[src/rtl/host_wb_master_bridge.sv]
// Executes decoded host commands (ping/write/read/reset) as single-beat Wishbone
// classic cycles with an auto-incrementing address, returning responses to the host side.
module host_wb_master_bridge #(
    parameter int TIMEOUT_CYCLES = 1023
) (
    input  logic        clk,
    input  logic        rst_n,
    output logic        master_ready,
    input  logic        ih_ready,
    input  logic        ih_reset,
    input  logic [31:0] in_command,
    input  logic [31:0] in_address,
    input  logic [27:0] in_data_count,
    input  logic [31:0] in_data,
    input  logic        oh_ready,
    output logic        oh_en,
    output logic [31:0] out_status,
    output logic [31:0] out_address,
    output logic [27:0] out_data_count,
    output logic [31:0] out_data,
    output logic        wb_cyc_o,
    output logic        wb_stb_o,
    output logic        wb_we_o,
    output logic [3:0]  wb_sel_o,
    output logic [31:0] wb_adr_o,
    output logic [31:0] wb_dat_o,
    input  logic [31:0] wb_dat_i,
    input  logic        wb_ack_i
);
    typedef enum logic [2:0] {
        IDLE, WB_WRITE, WB_READ, WR_WAIT_DATA, RD_PRESENT, RESPOND
    } state_t;

    // Counter runs 0..TIMEOUT_CYCLES-1 while the strobe is up, so the access lasts
    // at most TIMEOUT_CYCLES cycles.
    localparam logic [15:0] TMO_LAST = 16'(TIMEOUT_CYCLES - 1);

    state_t      state_reg;
    logic [3:0]  opcode_reg;
    logic [31:0] start_addr_reg;
    logic [31:0] addr_reg;
    logic [31:0] data_reg;
    logic [31:0] rd_data_reg;
    logic [27:0] total_reg;
    logic [27:0] remain_reg;
    logic        err_reg;
    logic        first_reg;
    logic [15:0] tmo_reg;
    logic [31:0] status_word;
    logic        accept;
    logic        unused_cmd_bits;

    assign status_word     = {26'h0, err_reg, 1'b0, ~opcode_reg};
    assign accept          = ih_ready && master_ready;
    assign unused_cmd_bits = ^in_command[31:4];

    always_ff @(posedge clk or negedge rst_n) begin
        if (!rst_n) begin
            state_reg      <= IDLE;
            master_ready   <= 1'b0;
            oh_en          <= 1'b0;
            out_status     <= '0;
            out_address    <= '0;
            out_data_count <= '0;
            out_data       <= '0;
            wb_cyc_o       <= 1'b0;
            wb_stb_o       <= 1'b0;
            wb_we_o        <= 1'b0;
            wb_sel_o       <= '0;
            wb_adr_o       <= '0;
            wb_dat_o       <= '0;
            opcode_reg     <= '0;
            start_addr_reg <= '0;
            addr_reg       <= '0;
            data_reg       <= '0;
            rd_data_reg    <= '0;
            total_reg      <= '0;
            remain_reg     <= '0;
            err_reg        <= 1'b0;
            first_reg      <= 1'b0;
            tmo_reg        <= '0;
        end else begin
            oh_en <= 1'b0;
            if (ih_reset) begin
                wb_cyc_o     <= 1'b0;
                wb_stb_o     <= 1'b0;
                wb_we_o      <= 1'b0;
                wb_sel_o     <= '0;
                wb_adr_o     <= '0;
                wb_dat_o     <= '0;
                err_reg      <= 1'b0;
                remain_reg   <= '0;
                opcode_reg   <= 4'd3;
                master_ready <= 1'b0;
                state_reg    <= RESPOND;
            end else begin
                case (state_reg)
                    IDLE: begin
                        master_ready <= 1'b1;
                        if (accept && in_command[3:0] <= 4'd3) begin
                            opcode_reg     <= in_command[3:0];
                            start_addr_reg <= in_address;
                            addr_reg       <= in_address;
                            data_reg       <= in_data;
                            total_reg      <= (in_data_count == '0) ? 28'd1 : in_data_count;
                            remain_reg     <= (in_data_count == '0) ? 28'd1 : in_data_count;
                            err_reg        <= 1'b0;
                            first_reg      <= 1'b1;
                            master_ready   <= 1'b0;
                            case (in_command[1:0])
                                2'd1:    state_reg <= WB_WRITE;
                                2'd2:    state_reg <= WB_READ;
                                default: state_reg <= RESPOND;
                            endcase
                        end
                    end
                    WB_WRITE, WB_READ: begin
                        if (!wb_cyc_o) begin
                            wb_cyc_o <= 1'b1;
                            wb_stb_o <= 1'b1;
                            wb_we_o  <= (state_reg == WB_WRITE);
                            wb_sel_o <= 4'hF;
                            wb_adr_o <= addr_reg;
                            wb_dat_o <= (state_reg == WB_WRITE) ? data_reg : 32'h0;
                            tmo_reg  <= '0;
                        end else if (wb_ack_i || tmo_reg == TMO_LAST) begin
                            wb_cyc_o <= 1'b0;
                            wb_stb_o <= 1'b0;
                            wb_we_o  <= 1'b0;
                            wb_sel_o <= '0;
                            wb_adr_o <= '0;
                            wb_dat_o <= '0;
                            addr_reg <= addr_reg + 32'd1;
                            if (!wb_ack_i) begin
                                err_reg <= 1'b1;
                            end
                            if (state_reg == WB_WRITE) begin
                                remain_reg <= remain_reg - 28'd1;
                                if (remain_reg == 28'd1) begin
                                    state_reg <= RESPOND;
                                end else begin
                                    master_ready <= 1'b1;
                                    state_reg    <= WR_WAIT_DATA;
                                end
                            end else begin
                                rd_data_reg <= wb_ack_i ? wb_dat_i : 32'h0;
                                state_reg   <= RD_PRESENT;
                            end
                        end else begin
                            tmo_reg <= tmo_reg + 16'd1;
                        end
                    end
                    WR_WAIT_DATA: begin
                        if (accept) begin
                            data_reg     <= in_data;
                            master_ready <= 1'b0;
                            state_reg    <= WB_WRITE;
                        end
                    end
                    RD_PRESENT: begin
                        if (oh_ready) begin
                            oh_en    <= 1'b1;
                            out_data <= rd_data_reg;
                            // Only the first word carries the header fields.
                            if (first_reg) begin
                                out_status     <= status_word;
                                out_address    <= start_addr_reg;
                                out_data_count <= total_reg - 28'd1;
                                first_reg      <= 1'b0;
                            end
                            remain_reg <= remain_reg - 28'd1;
                            if (remain_reg == 28'd1) begin
                                err_reg      <= 1'b0;
                                master_ready <= 1'b1;
                                state_reg    <= IDLE;
                            end else begin
                                state_reg <= WB_READ;
                            end
                        end
                    end
                    RESPOND: begin
                        if (oh_ready) begin
                            oh_en          <= 1'b1;
                            out_status     <= status_word;
                            out_address    <= start_addr_reg;
                            out_data_count <= '0;
                            out_data       <= data_reg;
                            err_reg        <= 1'b0;
                            master_ready   <= 1'b1;
                            state_reg      <= IDLE;
                        end
                    end
                    default: state_reg <= IDLE;
                endcase
            end
        end
    end
endmodule
[config.mk]
export PLATFORM = sky130hd
export DESIGN_NAME = host_wb_master_bridge
export DESIGN_NICKNAME = d
export VERILOG_FILES = /design/src/rtl/host_wb_master_bridge.sv
export SDC_FILE = /design/constraint.sdc
export NUM_CORES = 1
export LEC_CHECK = 0
export ABC_AREA = 1
export CAP_MARGIN = 20
export CORE_MARGIN = 2
export CORE_UTILIZATION = 45
export DETAILED_ROUTE_END_ITERATION = 8
export GPL_ROUTABILITY_DRIVEN = 0
export HOLD_SLACK_MARGIN = 0.08
export PLACE_DENSITY_LB_ADDON = 0.12
export SYNTH_ARGS = -nofsm -noshare
export SYNTH_HDL_FRONTEND = slang
export SYNTH_SLANG_ARGS = --single-unit
[constraint.sdc]
create_clock -name clk -period 2.19 [get_ports clk]
set_input_delay 0.5475 -clock clk [delete_from_list [all_inputs] [get_ports clk]]
set_output_delay 0.5475 -clock clk [all_outputs]
set_load 0.05 [all_outputs]
==> results by group, run 1 <==
Pwr
  – Clock power share: 20.8%
  – Switching Fraction: 46.3%
  – Peak supply drop: 1000 uV
  – Psw: 16.9 mW
  – Cell Pwr Density: 1530 nW/um^2
  – Leakage: 12.0 nW
  – Int Pwr: 19.6 mW
  – Gate power share: 46.9%
  – Seq pwr share: 32.3%

Setup path
  – CP Data Required Time: 1.64 ns
  – Buf/Inv on CP: 1
  – CP max FO: 2
  – Worst setup SP type: flip-flop
  – CP peak stage delay: 0.57 ns
  – Crit path capture type: output port
  – WP data arrival: 1.52 ns
  – Slowest CP cell: dlygate4sd2_1
  – Critical path class: flip-flop to output port
  – CP delay by family, top: buffers and inverters
  – Critical path cell sequence: dlygate4sd2_1

Logic synthesis
  – Synth area leaders: dfrtp_1, nand2_1, o21ai_0, nor2_1, nand3_1
  – Most frequent cells after synthesis: nand2_1, dfrtp_1, o21ai_0
  – Yosys warns: 0
  – Post-synth top flop: dfrtp_1
  – Cell taking the most area after synthesis: dfrtp_1
  – Register bit total from synthesis: 375
  – Seq/Total Area, Yosys: 51.1%
  – Synth Instances: 2,379
  – Number of enable flip-flop cells after synthesis: 0
  – Mapped cell area: 18,300 um^2
  – Post-Syn Area per Cell: 7.71 um^2
  – FFs w/ async S/R, synth: 100%
  – Post-synthesis cell type count: 43
  – Most common cell in the netlist: nand2_1
  – Post-synth top area share: 51.1%

GRT
  – Largest net degree at the start of global routing: 103
  – Initial antenna violation count: 2
  – Global-route wire length before repair: 86,900 um
  – Gr usage total: 25.9%
  – GRT Residual Overflow: 0
  – Number of global-route vias before repair: 16,256

Timing
  – Final hold slack: 0.446 ns
  – Tcrit/Tclk final: 94.2%
  – Slew margin rel.: 62.2%
  – Worst-Margin Slew: 0.563 ns
  – RSZ-0062 raised after global routing: yes
  – Post-route minimum period: 2.06 ns
  – Final setup viols: 0
  – Worst Skew: 0.0174 ns
  – Fin. Hold Viols: 0
  – Slew Viols, Final: 0
  – Fmax: 0.485 GHz

Clock network
  – Setup bufs post-CTS: 0
  – CTS Root Cell: clkbuf_16
  – Clk pin slew, worst setup/hold paths: 0.06 ns
  – Sink Count: 375
  – Clk_lat worst skew: 0.56 ns
  – CTS tree: built
  – Clock tree buffer depth: 3
  – H-tree levels: 2
  – Inserted Clock Buffers: 43

Run status
  – Outcome: completed

Floorplan
  – Die area: 42,400 um^2
  – Total core area: 40,000 um^2
  – Die height: 206 um
  – Die span in x: 206 um
  – Io pins: 359
  – Rows: 73
  – Initial Util: 45.9%

Finish
  – # fillers: 3,757
  – Share of cells above drive strength 1: 9.04%
  – Area Growth Syn to Fin: 29.8%
  – Nets: 2,891
  – Non-filler instance count after layout: 3,280
  – Multi-input gate area: 7690 um^2
  – Final core utilization: 59.5%
  – Register area: 9380 um^2
  – Fin area: 23,800 um^2

Placement
  – Placed wire-length estimate: 39,700 um
  – Area post-placement: 22,500 um^2
  – Placed cells: 3,201
  – PortBufs: 303

Drt
  – DR pass1 iterations: 7
  – Routed wire per std cell: 16.5 um
  – Vias per cell: 5.11
  – Post-route ant nets: 0
  – Total routed wirelength: 54,000 um
  – DRC: 0
  – DR iter-0 viols: 1,358
  – Via count: 16,765

Run
  – Max Cap Viol: 0

Hold path
  – Worst hold path type: input port to async pin
-- cells by family (layout without fill, tap and decap cells) --
kind of cell	count (synthesis)	count (layout)	synth area share [%]
simple gates	1313	1313	29.3
buf+inv	315	663	7.65
compound gates	334	334	9.78
xor+xnor	34	34	1.62
fa+ha+maj	7	7	0.477
other cells	1	29	0.0204
flops	375	375	51.1
-- layout make-up --
type | count | share of cell area (%)
well taps | 525 | 2.76
clock buffers | 63 | 5.35
multi-input cells | 1715 | 32.3
clock inverters | 13 | 0.951
repair buffers | 405 | 16.3
diodes | 2 | 0.0210
inverters | 182 | 2.87
flip-flops and latches | 375 | 39.4
-- power by group through the flow --
stage	clock network (mW)	registers (mW)	logic, mW
global placement	0	11.8	17.5
finish	7.60	11.8	17.1
global route	8.05	12.1	18.8
CTS	7.75	11.8	17.1
floorplan	0	15.3	7.97
detailed placement	0	11.9	17.7
-- repair_timing --
item / CTS / global route
pin swaps: 0 / 0
hold buffers: 1 / 0
endpoints found under the hold margin: 21 / 0
endpoints found under the setup margin: 137 / 7
gates resized for setup: 137 / 3
-- per-stage QoR --
step	TNS [ns]	worst slack, ns	power (mW)
final	0	0.126	36.5
after global routing	-0.00870	-0.00738	39.0
after CTS	0	0.0829	36.6
after detailed placement	-56.58	-0.299	29.6
after global placement	-45.87	-0.257	29.3
after floorplan	0	0.199	23.3
-- cells in the final DEF (no fill, tap or decap), types with 3 or more instances in the layout --
| cell | count |
|---|---|
| nand2_1 | 844 |
| dfrtp_1 | 375 |
| o21ai_0 | 244 |
| nor2_1 | 239 |
| inv_1 | 168 |
| nand3_1 | 145 |
| dlygate4sd2_1 | 137 |
| clkdlybuf4s50_1 | 132 |
| buf_4 | 107 |
| clkbuf_16 | 45 |
| a31oi_1 | 35 |
| conb_1 | 27 |
| buf_12 | 27 |
| nand4_1 | 23 |
| o21ai_1 | 23 |
| xor2_1 | 23 |
| nand3b_1 | 15 |
| nor3_1 | 12 |
| inv_2 | 11 |
| xnor2_1 | 11 |
| a21oi_1 | 11 |
| clkbuf_1 | 10 |
| or2_2 | 8 |
| clkbuf_8 | 8 |
| ha_1 | 7 |
| nand2_2 | 6 |
| nor2_2 | 6 |
| bufinv_16 | 6 |
| o21ai_2 | 4 |
| nor2_4 | 4 |
| o21bai_1 | 4 |
| o211ai_1 | 4 |
| clkinv_2 | 4 |
| clkinv_1 | 3 |
| nand3_4 | 3 |
-- layer usage --
layer  part of all wire, %  GRT usage, %
met2                    45          40.2
met3                   8.6          6.43
met5                 0.022             0
met4                   2.3          7.68
met1                    45          35.9
-- path summary, 6_finish.rpt --
| check | cells after the start | start | slack, ns | end |
|---|---|---|---|---|
| max | 1 | out_address[1]$_DFFE_PN0P_ | 0.13 | out_address[1] |
| min | 2 | rst_n | 0.45 | total_reg[10]$_DFFE_PN0P_ |
| max reg2reg | 13 | tmo_reg[0]$_DFFE_PN0P_ | 0.14 | addr_reg[29]$_DFFE_PN0P_ |
| min reg2reg | 2 | out_address[13]$_DFFE_PN0P_ | 0.46 | out_address[13]$_DFFE_PN0P_ |
| max in group asynchronous | 4 | rst_n | 0.98 | rd_data_reg[22]$_DFFE_PN0P_ |
| min in group clk | 2 | out_address[13]$_DFFE_PN0P_ | 0.46 | out_address[13]$_DFFE_PN0P_ |
No activity file was read; power rests on OpenSTA's default activity.
==> run 2, diff against run 1 <==
GPL_TIMING_DRIVEN = 0   (was unset)
SETUP_SLACK_MARGIN = 0.3   (was unset)
SLEW_MARGIN = 25   (was unset)
==> results by group, run 2 (synthesis gave the netlist of run 1 again) <==
Run status
  – Outcome: completed

Pwr
  – Cell Pwr Density: 1550 nW/um^2
  – Leakage: 11.9 nW
  – Total power: 37.9 mW
  – Peak supply drop: 907 uV

Setup path
  – Critical path class: flip-flop to flip-flop
  – Worst setup SP type: flip-flop
  – Crit path capture type: flip-flop
  – CP max FO: 6
  – Critical path cell sequence: nand2_4 > nor3_4 > inv_2 > nand3_2 > nand3_4 > nor2_4 > clkbuf_16 > nand3_2 > nand2_1
  – CP peak stage delay: 0.42 ns
  – CP Data Required Time: 2.70 ns
  – CP most frequent cell: nand3_2
  – WP data arrival: 2.40 ns
  – Slowest CP cell: dfrtp_2

Timing
  – Final setup viols: 0
  – Fin. Hold Viols: 0
  – Worst Skew: 0.0190 ns
  – RSZ-0062 raised after global routing: yes
  – Tcrit/Tclk final: 86.3%
  – Final worst setup slack: 0.299 ns
  – Slew Viols, Final: 0
  – Slew margin rel.: 57.1%
  – Post-route minimum period: 1.89 ns
  – Fmax: 0.529 GHz
  – Setup TNS Final: 0 ns
  – Worst-Margin Slew: 0.637 ns

GRT
  – Initial antenna violation count: 1
  – Global-route wire length before repair: 89,600 um
  – Gr usage total: 27.0%
  – Largest net degree at the start of global routing: 90
  – Number of global-route vias before repair: 16,592
  – GRT Residual Overflow: 0

Floorplan
  – Rows: 73
  – Initial Util: 45.9%
  – Total core area: 40,000 um^2
  – Die area: 42,400 um^2
  – Die height: 206 um
  – Io pins: 359
  – Die span in x: 206 um

Finish
  – Non-filler instance count after layout: 3,364
  – Commonest cells after routing, fill and taps aside: nand2_1, dfrtp_1, o21ai_0
  – Final core utilization: 61.1%
  – # fillers: 3,634
  – Leading cell type in the layout, fill and taps excluded: nand2_1
  – Nets: 2,972
  – Share of cells above drive strength 1: 18.2%
  – Area Growth Syn to Fin: 33.3%

Drt
  – Via count: 17,318
  – Post-route ant nets: 0
  – DR iter-0 viols: 1,358
  – Routed wire per std cell: 17.1 um
  – Total routed wirelength: 57,700 um
  – Vias per cell: 5.15
  – DR pass1 iterations: 6
  – DRC: 0

Clock network
  – CTS Root Cell: clkbuf_16
  – Sink Count: 375
  – Clk pin slew, worst setup/hold paths: 0.07 ns
  – H-tree levels: 2
  – Inserted Clock Buffers: 42
  – CTS tree: built
  – Clk_lat worst skew: 0.58 ns
  – Clock tree buffer depth: 3

Placement
  – PortBufs: 302
  – Placed cells: 3,236
  – Placed wire-length estimate: 43,000 um
  – Worst slack, placed: -0.912 ns

Run
  – Max Cap Viol: 0

Hold path
  – Worst hold path type: input port to flip-flop
-- run 2: cell count changes in the layout (fill, tap and decap cells not counted), sizes merged --
cell           previous run  this run
buf                     135       212
clkbuf                   63       112
clkdlybuf4s15             0        68
clkdlybuf4s18             0        19
clkdlybuf4s50           132       129
clkinv                    7        10
clkinvlp                  2         3
dlygate4sd2             137         1
dlymetal6s2s              0         1
inv                     180       185
-- run 2: timing repair --
action	in CTS	in global routing
pin swaps	9	12
gates resized for setup	704	237
buffers inserted	11	34
gates cloned	0	2
endpoints found under the setup margin	538	442
hold endpoints to repair	58	0
hold buffers	1	0
-- run 2: metal layers --
layer  global-route usage [%]  part of all wire (%)  up-vias
li1                         -                     -     8396
met2                     43.6                    47      631
met3                     5.99                   7.7      103
met1                     35.9                    42     8188
met4                     9.36                   3.0        0
met5                        0                     0        -
-- run 2: area by class of cell --
class                   count  area, um^2  area share [%]
well taps                 525         657            2.69
clock inverters            22         298            1.22
multi-input cells        1715        8040            32.9
plain buffers             133         910            3.72
flip-flops and latches    375        9390            38.4
repair buffers            354        3260            13.4
inverters                 182         703            2.88
diodes                      2        5.00          0.0205
clock buffers              56        1180            4.85
-- run 2: stage by stage --
step | hold WS (ns) | area (um^2)
finish | 0.407 | 24500
global route | 0.438 | 24400
CTS | 0.396 | 24000
detailed placement | 0.460 | 22200
global placement | 0.456 | 22100
floorplan | 0.252 | 18400
-- run 2: final timing paths --
kind / slack, ns / endpoint / from / depth (start not counted)
worst min-delay path: 0.41 / rd_data_reg[0]$_DFFE_PN0P_ / wb_ack_i / 3
max in group asynchronous: 0.56 / data_reg[27]$_DFFE_PN0P_ / rst_n / 4
worst max-delay path: 0.30 / remain_reg[22]$_DFFE_PN0P_ / master_ready$_DFFE_PN0P_ / 9
worst max register to register: 0.30 / remain_reg[22]$_DFFE_PN0P_ / master_ready$_DFFE_PN0P_ / 9
min in group asynchronous: 0.46 / out_data_count[3]$_DFFE_PN0P_ / rst_n / 2
worst min register to register: 0.47 / out_address[13]$_DFFE_PN0P_ / out_address[13]$_DFFE_PN0P_ / 2
-- run 2: power breakdown --
group          internal, mW  leakage, nW  switching [mW]
combinational          5.89         6.36            12.6
clock                  4.56        0.726            3.00
sequential             9.57         4.86            2.26
-- run 2: worst max-delay path: cells and delay by family, from the launching register on --
kind | cells | cell delay (ns)
AND/OR/NAND/NOR | 7 | 1.10
buffers and inverters | 2 | 0.30
flip-flops | 1 | 0.42
==> run 3, diff against run 2 <==
SLEW_MARGIN = unset   (was 25)
clock period = 1.8 ns   (was 2.19 ns; I/O delays follow)
==> results by group, run 3 (synthesis gave the netlist of run 1 again) <==
Timing
  – Worst-Margin Slew: 0.854 ns
  – Tcrit/Tclk final: 104%
  – Fmax: 0.534 GHz
  – Final hold slack: -0.0889 ns
  – Post-route minimum period: 1.87 ns
  – Worst Skew: 0.0210 ns
  – Final worst setup slack: -0.0725 ns
  – Slew margin rel.: 42.9%
  – Fin. Hold Viols: 40
  – Slew Viols, Final: 0
  – RSZ-0062 raised after global routing: yes
  – Final setup viols: 42
  – Setup TNS Final: -0.946 ns

Clock network
  – Clk_lat worst skew: 0.57 ns
  – Clk pin slew, worst setup/hold paths: 0.06 ns
  – CTS tree: built
  – Sink Count: 375
  – CTS Root Cell: clkbuf_16
  – Clock tree buffer depth: 3
  – Inserted Clock Buffers: 40
  – Post-CTS Hold Buffers: 1
  – H-tree levels: 2

Setup path
  – Critical path class: flip-flop to flip-flop
  – CP peak stage delay: 0.38 ns
  – Crit path capture type: flip-flop
  – Reg-to-reg slack, setup: -0.07 ns
  – WP data arrival: 2.30 ns
  – Slowest CP cell: dfrtp_1
  – Worst R2R Path Depth: 13
  – CP Data Required Time: 2.22 ns
  – Worst R2R Start: state_reg[2]$_DFFE_PN0P_
  – CP max FO: 6
  – Critical path cell sequence: buf_8 > clkinv_8 > nand3_4 > nand2_8 > nand2_8 > inv_8 > nand3_4 > buf_4 > buf_4 > nand2_1 > nor2_2 > nand2_1 > o21ai_0
  – Reg-to-reg endpoint: state_reg[0]$_DFFE_PN0P_
  – Worst setup SP type: flip-flop

Floorplan
  – Die span in x: 206 um
  – Initial Util: 45.9%
  – Rows: 73
  – Total core area: 40,000 um^2
  – Die area: 42,400 um^2
  – Die height: 206 um
  – Io pins: 359

Pwr
  – Total power: 50.6 mW
  – Peak supply drop: 1290 uV
  – Leakage: 13.0 nW
  – Cell Pwr Density: 1870 nW/um^2

GRT
  – Initial antenna violation count: 0
  – Gr usage total: 27.5%
  – Largest net degree at the start of global routing: 126
  – Number of global-route vias before repair: 17,010
  – GRT Residual Overflow: 0
  – Global-route wire length before repair: 90,900 um

Run
  – Max Cap Viol: 0

Finish
  – # diodes: 0
  – Area Growth Syn to Fin: 47.6%
  – Non-filler instance count after layout: 3,436
  – Nets: 3,050
  – Final core utilization: 67.7%
  – Share of cells above drive strength 1: 26.7%
  – Leading cell type in the layout, fill and taps excluded: nand2_1
  – Commonest cells after routing, fill and taps aside: nand2_1, dfrtp_1, nor2_1
  – Fin area: 27,100 um^2

Run status
  – Outcome: complete, but fails checks
  – Failing checks: hold timing, setup timing

Drt
  – Via count: 17,981
  – DR pass1 iterations: 5
  – Post-route ant nets: 0
  – DRC: 0
  – Routed wire per std cell: 17.9 um
  – Total routed wirelength: 61,500 um
  – DR iter-0 viols: 1,304
  – Vias per cell: 5.23

Placement
  – Placed cells: 3,235
  – Placed wire-length estimate: 42,200 um
  – Worst slack, placed: -1.01 ns
  – Area post-placement: 22,500 um^2
  – PortBufs: 302

Hold path
  – Worst hold path type: input port to async pin
==> run 3: repair_timing <==
item / in CTS / in global routing
pin swaps: 20 / 58
hold endpoints to repair: 19 / 196
buffers inserted: 42 / 63
endpoints found under the setup margin: 545 / 545
cloned: 3 / 20
resized for setup: 1080 / 455
==> run 3: cell type report <==
cell class	instances	area, um^2
repair inverters	1	11.3
multi-input cells	1715	8840
plain buffers	133	1360
repair buffers	433	4710
well taps	525	657
flip-flops and latches	375	9400
clock inverters	14	161
inverters	182	763
clock buffers	58	1190
fillers	3194	12900
==> run 3: routing by layer <==
metal	vias to the layer above	global-route usage, %	part of all wire, %
met1	8568	37.2	41
met5	-	0	0
li1	8550	-	-
met4	0	8.09	2.8
met3	129	6.91	8.9
met2	734	43.8	47
==> run 3: where the power goes <==
part | switching, mW | internal [mW]
registers | 3.03 | 11.7
logic | 16.9 | 10.5
clock network | 3.53 | 5.03
total | 23.4 | 27.2
==> run 3: how the worst max path moves through the flow <==
stage | from | end | slack [ns] | cells past startpoint
after floorplan | tmo_reg[0]$_DFFE_PN0P_ | wb_adr_o[23]$_DFFE_PN0P_ | 0.18 | 11
after global placement | rst_n | state_reg[1]$_DFFE_PN0P_ | -17.64 | 1
after detailed placement | ih_reset | data_reg[3]$_DFFE_PN0P_ | -1.01 | 6
after CTS | tmo_reg[0]$_DFFE_PN0P_ | rd_data_reg[4]$_DFFE_PN0P_ | -0.008 | 11
after global routing | state_reg[2]$_DFFE_PN0P_ | state_reg[0]$_DFFE_PN0P_ | -0.17 | 13
final | state_reg[2]$_DFFE_PN0P_ | state_reg[0]$_DFFE_PN0P_ | -0.07 | 13
==> run 3: critical path, delay by kind of cell (launching register included) <==
family,cells,cell delay (ns)
AOI/OAI and AO/OA,1,0.10
DFF,1,0.38
and+or+nand+nor,7,0.67
buffers and inverters,5,0.56
